## src/rtl/mlp_mac_pipe.sv

```systemverilog
// Pipelined signed multiply-accumulate for MLP dot products: full-precision accumulation
// over first/last framed vectors, then round-half-up, saturate and optional ReLU per vector.
module mlp_mac_pipe #(
    parameter int DIN0_W    = 16,
    parameter int DIN1_W    = 16,
    parameter int ACC_W     = 40,
    parameter int DOUT_W    = 16,
    parameter int FRAC_BITS = 10,
    parameter int MUL_STAGE = 2,
    parameter int RELU_EN   = 1
) (
    input  logic                     clk,
    input  logic                     reset,
    input  logic                     ce,
    input  logic                     in_valid,
    input  logic                     in_first,
    input  logic                     in_last,
    input  logic signed [DIN0_W-1:0] din0,
    input  logic signed [DIN1_W-1:0] din1,
    output logic                     out_valid,
    output logic signed [DOUT_W-1:0] dout,
    output logic                     out_sat
);

    localparam int PROD_W = DIN0_W + DIN1_W;
    localparam logic signed [ACC_W:0] SAT_MAX = {{(ACC_W+2-DOUT_W){1'b0}}, {(DOUT_W-1){1'b1}}};
    localparam logic signed [ACC_W:0] SAT_MIN = {{(ACC_W+2-DOUT_W){1'b1}}, {(DOUT_W-1){1'b0}}};

    logic                     r_v, r_f, r_l;
    logic signed [DIN0_W-1:0] r_din0;
    logic signed [DIN1_W-1:0] r_din1;

    logic signed [PROD_W-1:0] r_prod [MUL_STAGE];
    logic [MUL_STAGE-1:0]     r_pv, r_pf, r_pl;

    logic signed [ACC_W-1:0]  r_acc;
    logic signed [ACC_W-1:0]  r_res;
    logic                     r_res_valid;

    logic signed [PROD_W-1:0] w_prod;
    logic signed [ACC_W-1:0]  w_p_ext;
    logic signed [ACC_W-1:0]  w_sum;
    logic signed [ACC_W:0]    w_r;
    logic signed [DOUT_W-1:0] w_clip;
    logic                     w_clip_sat;
    logic signed [DOUT_W-1:0] w_dout;
    logic                     w_out_sat;

    assign w_prod  = PROD_W'(r_din0) * PROD_W'(r_din1);
    assign w_p_ext = ACC_W'(r_prod[MUL_STAGE-1]);
    // A first beat discards whatever partial sum is in the accumulator.
    assign w_sum   = r_pf[MUL_STAGE-1] ? w_p_ext : r_acc + w_p_ext;

    generate
        if (FRAC_BITS > 0) begin : g_round
            localparam logic signed [ACC_W:0] RND_HALF = (ACC_W+1)'(1) << (FRAC_BITS-1);
            logic signed [ACC_W:0] w_rnd;
            // One extra bit so adding the half-LSB can never wrap.
            assign w_rnd = (ACC_W+1)'(r_res) + RND_HALF;
            assign w_r   = w_rnd >>> FRAC_BITS;
        end else begin : g_noround
            assign w_r = (ACC_W+1)'(r_res);
        end
    endgenerate

    always_comb begin
        w_clip     = w_r[DOUT_W-1:0];
        w_clip_sat = 1'b0;
        if (w_r > SAT_MAX) begin
            w_clip     = {1'b0, {(DOUT_W-1){1'b1}}};
            w_clip_sat = 1'b1;
        end else if (w_r < SAT_MIN) begin
            w_clip     = {1'b1, {(DOUT_W-1){1'b0}}};
            w_clip_sat = 1'b1;
        end
        w_dout    = w_clip;
        w_out_sat = w_clip_sat;
        // ReLU clamping overrides saturation: a clamped result is not flagged as clipped.
        if (RELU_EN != 0 && w_clip[DOUT_W-1]) begin
            w_dout    = '0;
            w_out_sat = 1'b0;
        end
    end

    always_ff @(posedge clk) begin
        if (!reset) begin
            r_v         <= 1'b0;
            r_f         <= 1'b0;
            r_l         <= 1'b0;
            r_din0      <= '0;
            r_din1      <= '0;
            r_pv        <= '0;
            r_pf        <= '0;
            r_pl        <= '0;
            for (int i = 0; i < MUL_STAGE; i++) r_prod[i] <= '0;
            r_acc       <= '0;
            r_res       <= '0;
            r_res_valid <= 1'b0;
            out_valid   <= 1'b0;
            dout        <= '0;
            out_sat     <= 1'b0;
        end else if (ce) begin
            r_v    <= in_valid;
            r_f    <= in_first;
            r_l    <= in_last;
            r_din0 <= din0;
            r_din1 <= din1;

            r_prod[0] <= w_prod;
            r_pv[0]   <= r_v;
            r_pf[0]   <= r_f;
            r_pl[0]   <= r_l;
            for (int i = 1; i < MUL_STAGE; i++) begin
                r_prod[i] <= r_prod[i-1];
                r_pv[i]   <= r_pv[i-1];
                r_pf[i]   <= r_pf[i-1];
                r_pl[i]   <= r_pl[i-1];
            end

            r_res_valid <= 1'b0;
            if (r_pv[MUL_STAGE-1]) begin
                if (r_pl[MUL_STAGE-1]) begin
                    r_res       <= w_sum;
                    r_res_valid <= 1'b1;
                    r_acc       <= '0;
                end else begin
                    r_acc <= w_sum;
                end
            end

            out_valid <= r_res_valid;
            if (r_res_valid) begin
                dout    <= w_dout;
                out_sat <= w_out_sat;
            end
        end
    end

endmodule
```

## config.mk

```make
export PLATFORM = sky130hd
export DESIGN_NAME = mlp_mac_pipe
export DESIGN_NICKNAME = d
export VERILOG_FILES = /design/src/rtl/mlp_mac_pipe.sv
export SDC_FILE = /design/constraint.sdc
export NUM_CORES = 1
export LEC_CHECK = 0
export CORE_AREA = 10 10 224 247
export CTS_BUF_LIST = sky130_fd_sc_hd__clkbuf_4
export DETAILED_ROUTE_END_ITERATION = 16
export DIE_AREA = 0 0 234 257
export PLACE_DENSITY = 0.61
export SLEW_MARGIN = 25
export SYNTH_ARGS = -nofsm -noshare
export SYNTH_HDL_FRONTEND = slang
export SYNTH_SLANG_ARGS = --single-unit
```

## constraint.sdc

```tcl
create_clock -name clk -period 14.13 [get_ports clk]
set_clock_uncertainty 0.15 [all_clocks]
set_input_delay 2.1195 -clock clk [delete_from_list [all_inputs] [get_ports clk]]
set_output_delay 2.1195 -clock clk [all_outputs]
set_load 0.03 [all_outputs]
```

==> flow_summary.toml, run 1 <==
[detailed_routing]
vias = 14300
first_pass_iters = 5
totalWireLength_um = 46900
ant_nets = 0
drtIter0Drc = 775
drc = 0
post_drt_via_cell_ratio = 5.11
wire_per_inst_um = 16.7

[synth]
netlist_instances = 2148
syn-num-nets = 2571
ys_warn_count = 0
ys.flop_type = "dfxtp_1"
seq_area_frac_synth_pct = 22.8
async_reset_ff_share_pct = 0
ys_types = 71
ys_ff_latch = 194
avgSynthCellArea_um2 = 9.23
netlist_area_um2 = 19800
synth-edff-count = 64

[cts]
h-tree-depth = 4
holdBufCountCts = 0
cts_tree = "built"
cts_root_buf = "clkbuf_4"
clkLatencyLatePin_ns = 0.77
clk_pin_slew_worst_paths_ns = 0.18
cts_setup_buffers = 0
cts_sinks = 194
cts_resized = 0
cts_buffer_depth = 2
numCtsBuffers = 17

[die]
start_util_pct = 39.7
die_w_um = 234
row_count = 86
fp.coreArea_um2 = 49900
die_height_um = 257
die-area_um2 = 60100
io-pin-count = 56

[run_status]
status = "finished clean"

[grt]
grt_max_degree = 92
overflow = 0
track_usage_pct = 16.1
antenna_found_initial = 2
grt_pass1_wl_um = 78000
grt_pass1_vias = 15000

[sta]
min_period_ns = 7.34
worst_slew_pin_slew_ns = 0.950
rsz0062_at_grt = "false"
setup-tns-final_ns = 0
relSlewSlack_pct = 36.7
setup_viol = 0
fin_hold_ws_ns = 0.324
hold_viol_final = 0
maxSlewViolCount = 0
fmax_mhz = 136
post-route-period-util_pct = 51.9

[pwr]
p_int_mw = 0.886
sw_frac_of_total_pct = 38.2
clockPowerShare_pct = 24.3
leakage_nw = 9.79
seq_power_share_pct = 44.9
p_switching_mw = 0.548
power_density_nw_per_um2 = 67.5
combPwrFrac_pct = 30.9
vdd_drop_max_mv = 0.0427

[layout]
fin_util_pct = 42.5
nets = 2553
area_growth_pct = 7.11
drive_above_1_share_pct = 3.59
fill_cells = 4916

[setup_path]
required_ns = 14.45
crit_path_end_kind = "register"
worstPathArrival_ns = 7.66
crit_type = "register to register"
worst_setup_path_start_kind = "register"
worst-path-max-fanout = 17

[placement]
io_buffers = 54
routabilityCongestion = 0.867
dp_hpwl_um = 36700

[hold_path]
hold_class = "register to register"

[run]
maxCapViolations = 0
-- state kept, by name, summed over array words and instances, names as in the netlist --
| register | cells |
|---|---|
| r_pl | 2 |
| out_valid | 1 |
| r_prod | 64 |
| dout | 15 |
| r_f | 1 |
| r_din0 | 16 |
| r_res_valid | 1 |
| r_pv | 2 |
| r_res | 31 |
| r_v | 1 |
| r_pf | 2 |
| r_l | 1 |
| out_sat | 1 |
| r_din1 | 16 |
| r_acc | 40 |
-- routing by layer --
metal | GRT usage [%] | share of wire, %
met1 | 20.5 | 45
met2 | 27.3 | 49
met3 | 2.05 | 3.3
met4 | 6.10 | 2.4
met5 | 0 | 0
-- worst max-delay path, cell delays in order (launching register included) --
cell and delay, ns:
dfxtp_1 0.78, nand2_1 0.16, fa_1 0.56, fa_1 0.45, fa_1 0.48, fa_1 0.49, inv_1 0.05, fa_1 0.52
inv_1 0.05, fa_1 0.54, inv_1 0.05, ha_1 0.34, a21o_1 0.19, a21oi_1 0.17, nor2_1 0.07, a311o_1 0.32
a21oi_1 0.44, o21ai_0 0.31, o41ai_1 0.53, o21ai_0 0.21, xnor2_1 0.18, nor2_1 0.05
-- final cells by class --
| type | count | area (um2) | share of cell area, % |
|---|---|---|---|
| multi-input cells | 1510 | 13600 | 64.2 |
| flip-flops and latches | 194 | 4530 | 21.3 |
| inverters | 345 | 1290 | 6.10 |
| well taps | 660 | 826 | 3.89 |
| repair buffers | 62 | 596 | 2.80 |
| clock inverters | 15 | 215 | 1.01 |
| clock buffers | 17 | 128 | 0.601 |
| diodes | 3 | 7.51 | 0.0354 |
-- power groups by stage --
stage          registers, mW  clock network [mW]  logic (mW)
2_1_floorplan          0.629                   0       0.361
5_1_grt                0.648               0.385       0.511
3_3_place_gp           0.653                   0       0.438
6_report               0.644               0.348       0.443
3_5_place_dp           0.655                   0       0.447
4_1_cts                0.643               0.364       0.450
-- path summary, 6_finish.rpt --
path / from / to / slack (ns) / depth (start not counted)
worst max-delay path: r_din0[9]$_SDFFE_PN0P_ / r_prod[0][30]$_SDFFCE_PN0P_ / 6.79 / 21
worst min-delay path: out_sat$_SDFFE_PN0P_ / out_sat$_SDFFE_PN0P_ / 0.32 / 2
worst max register to register: r_din0[9]$_SDFFE_PN0P_ / r_prod[0][30]$_SDFFCE_PN0P_ / 6.79 / 21
worst min register to register: out_sat$_SDFFE_PN0P_ / out_sat$_SDFFE_PN0P_ / 0.32 / 2
-- layout by cell type, fill, tap and decap left out, types with 14 or more instances in the layout --
cell type / synthesis / routed
a21o_1: 33 / 33
a21oi_1: 72 / 72
a22oi_1: 20 / 20
a31oi_1: 18 / 18
and2_1: 131 / 131
and3_1: 44 / 44
clkbuf_4: 0 / 17
clkdlybuf4s50_1: 0 / 52
dfxtp_1: 130 / 129
edfxtp_1: 64 / 64
fa_1: 263 / 263
ha_1: 122 / 122
inv_1: 345 / 345
mux2i_1: 47 / 47
nand2_1: 196 / 195
nand3_1: 29 / 29
nand4_1: 15 / 15
nor2_1: 98 / 97
nor2b_1: 69 / 69
nor3_1: 16 / 16
o21ai_0: 88 / 88
o221a_2: 14 / 14
xnor2_1: 54 / 54
xor2_1: 30 / 30
-- metrics by stage --
stage | worst slack [ns] | cell area (um2) | instances | power [mW]
2_1_floorplan | 7.63 | 19800 | 2148 | 0.990
3_3_place_gp | 6.96 | 20900 | 2771 | 1.09
3_5_place_dp | 6.82 | 20900 | 2771 | 1.10
4_1_cts | 6.79 | 21200 | 2803 | 1.46
5_1_grt | 6.39 | 21200 | 2806 | 1.54
6_report | 6.79 | 21200 | 2806 | 1.43
-- cell usage after synthesis (4+ instances only) --
| cell type | instances | share of area, % |
|---|---|---|
| inv_1 | 345 | 6.5 |
| xnor2_1 | 54 | 2.4 |
| nor3b_1 | 9 | 0.34 |
| o211a_1 | 4 | 0.20 |
| a41oi_1 | 5 | 0.22 |
| nand2_1 | 196 | 3.7 |
| a22oi_1 | 20 | 0.76 |
| and2_1 | 131 | 4.1 |
| nand2b_1 | 14 | 0.44 |
| nor3_1 | 16 | 0.40 |
| and3_1 | 44 | 1.4 |
| fa_1 | 263 | 27 |
| nor2b_1 | 69 | 2.2 |
| nor2_1 | 98 | 1.9 |
| xor2_1 | 30 | 1.3 |
| a21boi_0 | 10 | 0.38 |
| a31oi_1 | 18 | 0.57 |
| o21bai_1 | 13 | 0.49 |
| a211oi_1 | 9 | 0.34 |
| a22o_1 | 4 | 0.18 |
| o21ai_0 | 88 | 2.2 |
| o221a_2 | 14 | 0.80 |
| dfxtp_1 | 130 | 13 |
| mux2i_1 | 47 | 2.4 |
| clkbuf_1 | 93 | 1.8 |
| ha_1 | 122 | 7.7 |
| o31ai_1 | 8 | 0.30 |
| a221o_1 | 4 | 0.20 |
| buf_1 | 4 | 0.076 |
| a21o_1 | 33 | 1.2 |
| nand3_1 | 29 | 0.73 |
| o21a_1 | 12 | 0.45 |
| edfxtp_1 | 64 | 9.7 |
| o21ai_1 | 4 | 0.10 |
| nor4_1 | 5 | 0.16 |
| a21oi_1 | 72 | 1.8 |
| nand4_1 | 15 | 0.47 |
-- cells by family after synthesis --
kind of cell / count (synthesis) / share of synthesized area [%]
flip-flops: 194 / 22.8
buffers and inverters: 444 / 8.43
AO/OA/AOI/OAI: 348 / 11.8
other: 1 / 0.0189
multiplexers: 49 / 2.49
XOR/XNOR: 84 / 3.71
AND/OR/NAND/NOR: 643 / 16.5
adder cells (fa/ha/maj): 385 / 34.3
No activity file was read; power rests on OpenSTA's default activity.
==> run 2, diff against run 1 <==
--- a/config.mk
+++ b/config.mk
@@ -9,7 +9,7 @@
 export CTS_BUF_LIST = sky130_fd_sc_hd__clkbuf_4
 export DETAILED_ROUTE_END_ITERATION = 16
 export DIE_AREA = 0 0 234 257
-export PLACE_DENSITY = 0.61
+export PLACE_DENSITY = 0.63
 export SLEW_MARGIN = 25
 export SYNTH_ARGS = -nofsm -noshare
 export SYNTH_HDL_FRONTEND = slang
==> constraint.sdc (replaced) <==
create_clock -name clk -period 6.1 [get_ports clk]
set_clock_uncertainty 0.15 [all_clocks]
set_input_delay 0.915 -clock clk [delete_from_list [all_inputs] [get_ports clk]]
set_output_delay 0.915 -clock clk [all_outputs]
set_load 0.03 [all_outputs]
==> flow_summary.toml, run 2 (synthesized netlist as in run 1, its figures left out) <==
[setup_path]
worst-path-max-fanout = 6
critPathSlowestCell = "fa_2"
critPathTopFamily = "adder cells"
required_ns = 6.40
crit_buf_inv = 5
worstPathArrival_ns = 6.67
crit_path_end_kind = "register"
max_stage_delay_ns = 0.54
crit_type = "register to register"
path_cells = "buf_12 > and2_4 > fa_1 > inv_1 > fa_1 > fa_2 > inv_1 > fa_1 > fa_1 > inv_1 > fa_1 > inv_2 > ha_4 > nand2_2 > o21bai_4 > o211a_1 > or4_4 > a211o_1 > a21oi_2 > o21a_1 > o21a_1 > nor3_1"
worst_setup_path_start_kind = "register"
cp_common_cell = "fa_1"
reg2reg_slack_ns = -0.27

[placement]
routabilityCongestion = 0.886
dp_hpwl_um = 36700
dp_cells = 2891
io_buffers = 54
pre_cts_ws_ns = -0.329

[grt]
overflow = 0
grt_pass1_wl_um = 78400
antenna_found_initial = 2
grt_max_degree = 88
grt_pass1_vias = 15700
track_usage_pct = 15.9

[layout]
largest-register = "r_prod"
top_regs = "r_prod: 64 flops, r_acc: 40 flops, r_res: 31 flops"
nets = 2684
final_common_cell = "inv_1"
mostFrequentLayoutCells = "338 x inv_1, 252 x fa_1, 194 x nand2_1"
area_growth_pct = 14.3
largest_register_ff_count = 64
fin_util_pct = 45.4
drive_above_1_share_pct = 13.2
stdcell_count = 2940

[detailed_routing]
ant_nets = 0
totalWireLength_um = 46000
drtIter0Drc = 856
vias = 14800
drc = 0
first_pass_iters = 5
post_drt_via_cell_ratio = 5.05
wire_per_inst_um = 15.7

[cts]
cts_tree = "built"
numCtsBuffers = 17
cts_buffer_depth = 2
clk_pin_slew_worst_paths_ns = 0.22
cts_sinks = 194
h-tree-depth = 4
holdBufCountCts = 0
clkLatencyLatePin_ns = 0.74
cts_root_buf = "clkbuf_4"

[sta]
setup-tns-final_ns = -0.873
min_period_ns = 6.37
rsz0062_at_grt = "true"
hold_viol_final = 0
fmax_mhz = 157
fin_ws_ns = -0.267
maxSlewViolCount = 0
post-route-period-util_pct = 104
worst_slew_pin_slew_ns = 0.994
setup_viol = 9
relSlewSlack_pct = 33.6

[pwr]
vdd_drop_max_mv = 0.0994
leakage_nw = 10.5
power_density_nw_per_um2 = 155
total_power_mw = 3.52

[die]
row_count = 86
start_util_pct = 39.7
fp.coreArea_um2 = 49900
die_w_um = 234
io-pin-count = 56
die_height_um = 257
die-area_um2 = 60100

[run]
maxCapViolations = 0

[hold_path]
hold_class = "register to register"

[run_status]
status = "complete, but fails checks"
violations = "negative setup slack"
[run 2: layout make-up]
type                            count  area [um2]
Fill cell                        4777       27300
Multi-Input combinational cell   1510       13900
Sequential cell                   194        4590
Timing Repair Buffer              193        1660
Inverter                          345        1300
Tap cell                          660         826
Clock inverter                     15         196
Clock buffer                       17         128
Antenna cell                        6        15.0
[run 2: stage by stage]
stage	area [um2]	hold slack (ns)
final	22700	0.329
after global routing	22700	0.373
after CTS	22500	0.335
after detailed placement	22000	0.305
after global placement	22000	0.298
after floorplan	20100	0.282
[run 2: routing by layer]
metal	global-route usage (%)	wire length, um	share of wire (%)	up-vias
li1	-	-	-	7193
met1	19.5	20600	45	7330
met2	27.6	22900	50	244
met3	2.16	1290	2.8	72
met4	5.81	1260	2.7	0
met5	0	0	0	-
[run 2: report_power, final]
group | leakage [nW] | internal [mW] | total [mW] | switching [mW]
sequential | 1.78 | 1.40 | 1.46 | 0.0589
combinational | 8.58 | 0.589 | 1.27 | 0.679
clock | 0.162 | 0.207 | 0.788 | 0.581
[run 2: final timing paths]
| check | end | cells after the start | startpoint |
|---|---|---|---|
| min reg2reg | out_sat$_SDFFE_PN0P_ | 2 | out_sat$_SDFFE_PN0P_ |
| max reg2reg | r_prod[0][29]$_SDFFCE_PN0P_ | 22 | r_din0[6]$_SDFFE_PN0P_ |
| min | out_sat$_SDFFE_PN0P_ | 2 | out_sat$_SDFFE_PN0P_ |
| max | r_prod[0][29]$_SDFFCE_PN0P_ | 22 | r_din0[6]$_SDFFE_PN0P_ |
[run 2: worst reg2reg max path, stage by stage (launching register included)]
cell,delay [ns]
dfxtp_4,0.40
buf_12,0.13
and2_4,0.14
fa_1,0.53
inv_1,0.05
fa_1,0.46
fa_2,0.54
inv_1,0.05
fa_1,0.45
fa_1,0.49
inv_1,0.05
fa_1,0.51
inv_2,0.05
ha_4,0.26
nand2_2,0.05
o21bai_4,0.17
o211a_1,0.24
or4_4,0.45
a211o_1,0.36
a21oi_2,0.22
o21a_1,0.16
o21a_1,0.13
nor3_1,0.04
[run 2: what timing repair did]
item	4_1_cts	5_1_grt
cloned	0	0
resized for setup	56	36
setup endpoints to repair	11	15
pin swaps	31	23
buffers inserted	8	4
==> run 3, diff against run 2 <==
--- a/config.mk
+++ b/config.mk
@@ -9,7 +9,7 @@
 export CTS_BUF_LIST = sky130_fd_sc_hd__clkbuf_4
 export DETAILED_ROUTE_END_ITERATION = 16
 export DIE_AREA = 0 0 234 257
-export PLACE_DENSITY = 0.63
+export PLACE_DENSITY = 0.61
 export SLEW_MARGIN = 25
 export SYNTH_ARGS = -nofsm -noshare
 export SYNTH_HDL_FRONTEND = slang
==> constraint.sdc (replaced) <==
create_clock -name clk -period 6.64 [get_ports clk]
set_clock_uncertainty 0.15 [all_clocks]
set_input_delay 0.996 -clock clk [delete_from_list [all_inputs] [get_ports clk]]
set_output_delay 0.996 -clock clk [all_outputs]
set_load 0.03 [all_outputs]
==> flow_summary.toml, run 3 (synthesized netlist as in run 1, its figures left out) <==
[cts]
cts_buffer_depth = 2
clk_pin_slew_worst_paths_ns = 0.21
cts_root_buf = "clkbuf_4"
numCtsBuffers = 17
cts_tree = "built"
h-tree-depth = 4
holdBufCountCts = 0
cts_sinks = 194
clkLatencyLatePin_ns = 0.77

[die]
fp.coreArea_um2 = 49900
die_w_um = 234
die-area_um2 = 60100
io-pin-count = 56
die_height_um = 257
start_util_pct = 39.7
row_count = 86

[grt]
grtUsageMet3_pct = 2.80
use_met1_pct = 19.8
busiest_layer = "met2"
grt_util_met2_pct = 28.0
antenna_found_initial = 2
grt_pass1_vias = 15400
overflow = 0
grt_pass1_wl_um = 78700
grt_max_degree = 94
track_usage_pct = 16.0

[pwr]
vdd_drop_max_mv = 0.107
leakage_nw = 10.2
total_power_mw = 3.13
power_density_nw_per_um2 = 142

[setup_path]
worstPathArrival_ns = 6.78
path_cells = "buf_4 > and2_1 > fa_1 > inv_1 > fa_1 > fa_1 > fa_1 > inv_1 > fa_1 > inv_1 > fa_1 > inv_1 > ha_4 > nand2_1 > o21bai_1 > o211a_1 > or4_4 > a211o_1 > a21oi_2 > o21a_1 > o21a_1 > nor3_1"
worst-path-max-fanout = 6
crit_path_end_kind = "register"
cp_common_cell = "fa_1"
critPathTopFamily = "adder cells"
timing.rr.start = "r_din1[6]$_SDFFE_PN0P_"
crit_type = "register to register"
max_stage_delay_ns = 0.54
critPathSlowestCell = "fa_1"
worst_setup_path_start_kind = "register"
startpoint = "r_din1[6]$_SDFFE_PN0P_"
crit_buf_inv = 5
required_ns = 7.01

[run]
maxCapViolations = 0

[sta]
setup_viol = 0
relSlewSlack_pct = 31.3
hold_viol_final = 0
post-route-period-util_pct = 96.5
fin_ws_ns = 0.231
min_period_ns = 6.41
setup-tns-final_ns = 0
fmax_mhz = 156
worst_slew_pin_slew_ns = 1.03
fin_hold_ws_ns = 0.330
maxSlewViolCount = 0

[detailed_routing]
first_pass_iters = 6
ant_nets = 0
drtIter0Drc = 801
post_drt_via_cell_ratio = 5.03
drc = 0
wire_per_inst_um = 16.1
vias = 14500
totalWireLength_um = 46600

[layout]
nets = 2632
mostFrequentLayoutCells = "343 x inv_1, 261 x fa_1, 195 x nand2_1"
multi_input_area_um2 = 13700
fill_cells = 4884
area_growth_pct = 10.9
largest_register_ff_count = 64
largest-register = "r_prod"
stdcell_count = 2888
regArea_um2 = 4570
top_regs = "r_prod: 64 flops, r_acc: 40 flops, r_res: 31 flops"
final_common_cell = "inv_1"
drive_above_1_share_pct = 8.78

[placement]
routabilityCongestion = 0.889
io_buffers = 54
pre_cts_ws_ns = 0.0667
dp_cells = 2846
dp_hpwl_um = 37000

[hold_path]
hold_class = "register to register"
hp-start = "out_sat$_SDFFE_PN0P_"

[run_status]
status = "finished clean"
[run 3: cell count changes in the layout (fill, tap and decap cells not counted), moves of 4 or more]
cell,previous run,this run
a21oi_1,61,68
a21oi_2,11,5
and2_1,123,131
and2_4,8,0
buf_4,131,85
dfxtp_1,102,108
dfxtp_4,12,6
fa_1,252,261
fa_2,11,2
inv_1,338,343
inv_2,6,2
[run 3: cell type report]
type | count | share of cell area [%]
multi-input cells | 1510 | 62.5
clock inverters | 15 | 0.877
repair buffers | 141 | 5.56
flip-flops and latches | 194 | 20.8
clock buffers | 17 | 0.581
diodes | 6 | 0.0683
well taps | 660 | 3.76
inverters | 345 | 5.89
[run 3: layer usage]
metal | up-vias | share of wire [%]
met2 | 202 | 50
met5 | - | 0
li1 | 7087 | -
met4 | 0 | 1.9
met3 | 53 | 2.6
met1 | 7190 | 45
[run 3: worst paths after layout]
check | end | slack, ns | cells past startpoint
setup reg to reg | r_prod[0][29]$_SDFFCE_PN0P_ | 0.23 | 22
hold reg to reg | out_sat$_SDFFE_PN0P_ | 0.33 | 2
hold / removal | out_sat$_SDFFE_PN0P_ | 0.33 | 2
setup / recovery | r_prod[0][29]$_SDFFCE_PN0P_ | 0.23 | 22
[run 3: repair_timing]
| item | 4_1_cts | 5_1_grt |
|---|---|---|
| endpoints found under the hold margin | 0 | 0 |
| resized for setup | 0 | 50 |
| setup buffers | 0 | 4 |
| endpoints found under the setup margin | 0 | 7 |
[run 3: worst min-delay path: stages (launching register included)]
cell and delay [ns]:
dfxtp_1 0.35, nand2_1 0.05, o21ai_0 0.06
[run 3: through the flow]
step                utilization (%)  instance area [um2]
finish                         44.0                22000
global route                   44.0                22000
CTS                            43.6                21800
detailed placement             43.0                21500
global placement               43.0                21500
floorplan                         -                19800
[run 3: power by group]
group | leakage (nW) | internal [mW] | switching (mW)
logic | 8.26 | 0.460 | 0.594
clock network | 0.170 | 0.188 | 0.545
registers | 1.77 | 1.29 | 0.0478
total | 10.2 | 1.94 | 1.19
